===== config.mk =====
export PLATFORM = sky130hd
export DESIGN_NAME = up_down_counter
export DESIGN_NICKNAME = d
export VERILOG_FILES = /design/src/rtl/up_down_counter.sv
export SDC_FILE = /design/constraint.sdc
export NUM_CORES = 1
export LEC_CHECK = 0
export ABC_CLOCK_PERIOD_IN_PS = 2450
export CAP_MARGIN = 20
export CORE_MARGIN = 10
export CORE_UTILIZATION = 44
export DETAILED_ROUTE_END_ITERATION = 16
export PLACE_DENSITY = 0.75
export SLEW_MARGIN = 40
export SYNTH_ARGS = -nofsm -noshare
export SYNTH_HDL_FRONTEND = slang
export SYNTH_SLANG_ARGS = --single-unit

===== constraint.sdc =====
create_clock -name clk -period 2.45 [get_ports clk]
set_clock_uncertainty 0.15 [all_clocks]
set_input_delay 0.49 -clock clk [delete_from_list [all_inputs] [get_ports clk]]
set_output_delay 0.49 -clock clk [all_outputs]
set_load 0.02 [all_outputs]

===== src/rtl/up_down_counter.sv =====
// Synchronous WIDTH-bit up/down counter. Reset loads the start value from init,
// and after that the counter steps by one per clock in the direction given by mode.
module up_down_counter #(
    parameter int WIDTH = 8
) (
    input  logic             clk,
    input  logic             rst,
    input  logic             mode,
    input  logic [WIDTH-1:0] init,
    output logic [WIDTH-1:0] count
);

    logic [WIDTH-1:0] count_q;
    logic [WIDTH-1:0] count_d;

    // Reset takes priority over counting. Both directions wrap modulo 2^WIDTH.
    always_comb begin
        count_d = count_q;
        if (rst) begin
            count_d = init;
        end else if (mode) begin
            count_d = count_q + WIDTH'(1);
        end else begin
            count_d = count_q - WIDTH'(1);
        end
    end

    always_ff @(posedge clk) begin
        count_q <= count_d;
    end

    assign count = count_q;

endmodule


Yosys cells after proc, flatten, opt, wreduce, memory -nomap -nowiden
Cells that the tools add are included.
- output and inout port bits: 8
- input bits: 11
- bits in registers: 8
- word-level logic and storage cells: 5
- $add $sub $neg: 2
- muxes and demuxes: 2
- operator list (kind ; number):
    $mux W8 ; 2
    $add A8 B1 Y8 const B ; 1
    $sub A8 B1 Y8 const B ; 1

Depth between registers and ports, before layout
- depth after elaboration: 3
- gate-level depth with buffers: 6
- depth with buffers taken out: 6

Worst setup path before layout
OpenSTA, ideal clock, no wires.
- path type: input to register
- start: input port mode
- end: register count_q[7], in the netlist count[7]
- slack: 494 ps
- path buffers: 0
- stages: 6
- arrival: 1746 ps
- required time: 2240 ps
- cells stage by stage: inv_1 -> ha_1 -> o21ai_2 -> o31a_1 -> a311oi_2 -> o221a_1
- cells in the longest elaborated chain, start to end: 2
- RTL lines (item ; line ; source):
    from (decl) ; 8 ; input logic mode,
    $mux W8 ; 21 ; end else if (mode) begin
    $mux W8 ; 19 ; if (rst) begin
    named net count_d[7] ; 14 ; logic [WIDTH-1:0] count_d;
    to (signal assigned) ; 29 ; count_q <= count_d;
    to (decl) ; 13 ; logic [WIDTH-1:0] count_q;
The timed path passes the listed nets, and every way through them passes these cells.

Final worst setup path
Same ends and word-level chain as after synthesis.

==> results.toml <==
[place]
place_congestion = 0.780
dp.cells = 110
portBuffers = 18
dpl_worst_slack_ns = -0.143
hpwl_um = 1420

[final_layout]
layout_common_cells = "clkdlybuf4s50_1, buf_4, dfxtp_1, nand2_1, ha_1"
multi_input_area_um2 = 424
synthToLayoutAreaGrowth_pct = 51.7
fillers = 109
finalNetCount = 118
regArea_um2 = 160
largest_reg_flops = 8
antenna_cells = 0
final_cells = 113
layout_commonest_cell = "clkdlybuf4s50_1"
drive_above_1_share_pct = 21.4

[critical_path]
arrival_ns = 2.39
endpoint_kind = "register"
cp.required_ns = 2.51
critPathLaunchType = "input port"
slowest_stage = "clkdlybuf4s50_1"
r2r-start = "count[0]"
r2r_cells = 5
r2r_end = "count[6]"
critical_path_class = "in -> reg"
path_buf_inv = 2
reg2reg_slack_ns = 0.72
worst_path_dominant_cell_family = "compound AO/OA/AOI/OAI gates"
crit_chain = "clkdlybuf4s50_1, inv_1, ha_1, o21ai_2, o31a_1, a311oi_2, o221a_1"
slowest_delay_ns = 0.52
cp_max_fo = 7

[timing]
worst_slew_pin_slew_ns = 0.441
period_needed_ns = 2.33
rsz0062_at_grt = "false"
max_freq_mhz = 429
post-route-period-util_pct = 95.1
finalMaxSlewViolations = 0
relSlewSlack_pct = 70.2
setup_viol = 0
worst_slack_ns = 0.119
finalHoldViolCount = 0

[synth]
yosysWarningCount = 0
seq_area_frac_synth_pct = 26.8
yosys_most_used_dff = "dfxtp_1"
synth_nets = 85
syn_avg_cell_area_um2 = 8.93
ys_types = 34
syn_inst = 67
synth_edf_count = 0
synth-seq-cells = 8
ys_async_sr_fraction_pct = 0
synth_area_um2 = 598

[power_and_ir_drop]
power.density_nw_per_um2 = 912
power_leakage_nw = 0.371
max-vdd-ir-drop_uv = 523

[floorplanning]
die_y_um = 56.9
initial_core_util_pct = 46.5
die_x_um = 56.9
core_area_um2 = 1280
pin_count = 19
die_area_um2 = 3230
num_rows = 13

[cts]
cts_resized = 0
clk_pin_slew_ns = 0.06
cts-buffers-inserted = 3
cts_tree = "yes"
post_cts_buffers = 0
clock-sinks = 8
cts_hold_buf = 0
insertion_delay_ns = 0.26
h-tree-depth = 1
cts-root-buf = "clkbuf_4"
cts_buffer_depth = 2

[grt]
grt.total_usage_pct = 11.1
antenna_found_initial = 0
grt_pass1_wl_um = 2930
overflow = 0
grt_max_degree = 13
grt_pass1_vias = 643

[route]
drtPass1Iterations = 4
vias_per_cell = 5.73
wl_per_cell_um = 15.3
drc_errors = 0
vias = 647
ant_nets = 0
drt_iter0_drc = 13
finalWirelength_um = 1730

[hold_path]
worstHoldStart = "count[0]"
hold_path.class = "reg -> reg"
whs_endpoint = "count[0]"
holdPathStages = 1

[outcome]
status = "finished, final reports clean"

[flow_run]
cap_violations = 0
-- cell families after synthesis --
kind of cell | synth area share, %
compound gates | 32.2
buf+inv | 3.14
flops | 26.8
xor+xnor | 2.93
mux | 1.88
fa+ha+maj | 15.9
simple gates | 17.2
-- per-stage QoR --
stage               hold WS (ns)  utilization, %  setup TNS, ns  cell area (um^2)  power [mW]
floorplan                  0.420               -              0               598       0.494
global placement           0.358            68.5         -0.158               880       0.708
detailed placement         0.363            68.5         -0.374               880       0.716
CTS                        0.376            70.2              0               902       0.827
global route               0.408            70.6              0               907       0.894
finish                     0.375            70.6              0               907       0.827
-- routing by layer --
layer	up-vias	part of all wire (%)	global-route usage (%)
li1	322	-	-
met1	295	46	13.6
met2	25	46	17.1
met3	5	5.6	2.92
met4	0	2.3	5.70
met5	-	0	0
-- Yosys cell counts (2+ instances only) --
library cell / count / area [um^2]
dfxtp_1: 8 / 160
nand2_1: 7 / 26.3
ha_1: 6 / 75.1
a211oi_1: 4 / 30.0
o21ai_1: 4 / 20.0
inv_1: 3 / 11.3
o21ai_0: 3 / 15.0
clkbuf_1: 2 / 7.51
nand4b_1: 2 / 17.5
nor2_1: 2 / 7.51
o21bai_1: 2 / 15.0
xnor2_1: 2 / 17.5
-- power by group --
part | switching, mW | internal, mW | leakage, nW
sequential | 0.0300 | 0.171 | 0.0675
clock | 0.0515 | 0.0565 | 0.0138
combinational | 0.243 | 0.276 | 0.290
-- how the worst max path moves through the flow --
stage,slack [ns],cells past startpoint,to,from
final,0.12,7,count[7],mode
after detailed placement,-0.14,7,count[7],mode
after global routing,0.03,7,count[6],mode
after global placement,-0.08,7,count[7],mode
after CTS,0.13,7,count[7],mode
after floorplan,0.49,6,count[7],mode
-- worst reg2reg max path, stage by stage (launching register included) --
cell	delay, ns
dfxtp_1	0.36
fa_1	0.45
a211oi_1	0.29
o21bai_1	0.15
nand4b_1	0.12
o211ai_1	0.08
-- layout make-up --
class	instances	area share, %
multi-input combinational	54	46.8
timing repair buffer	30	29.8
sequential	8	17.7
clock buffer	3	2.48
tap	15	2.07
inverter	3	1.24
Power figures use the tool's default switching activity.
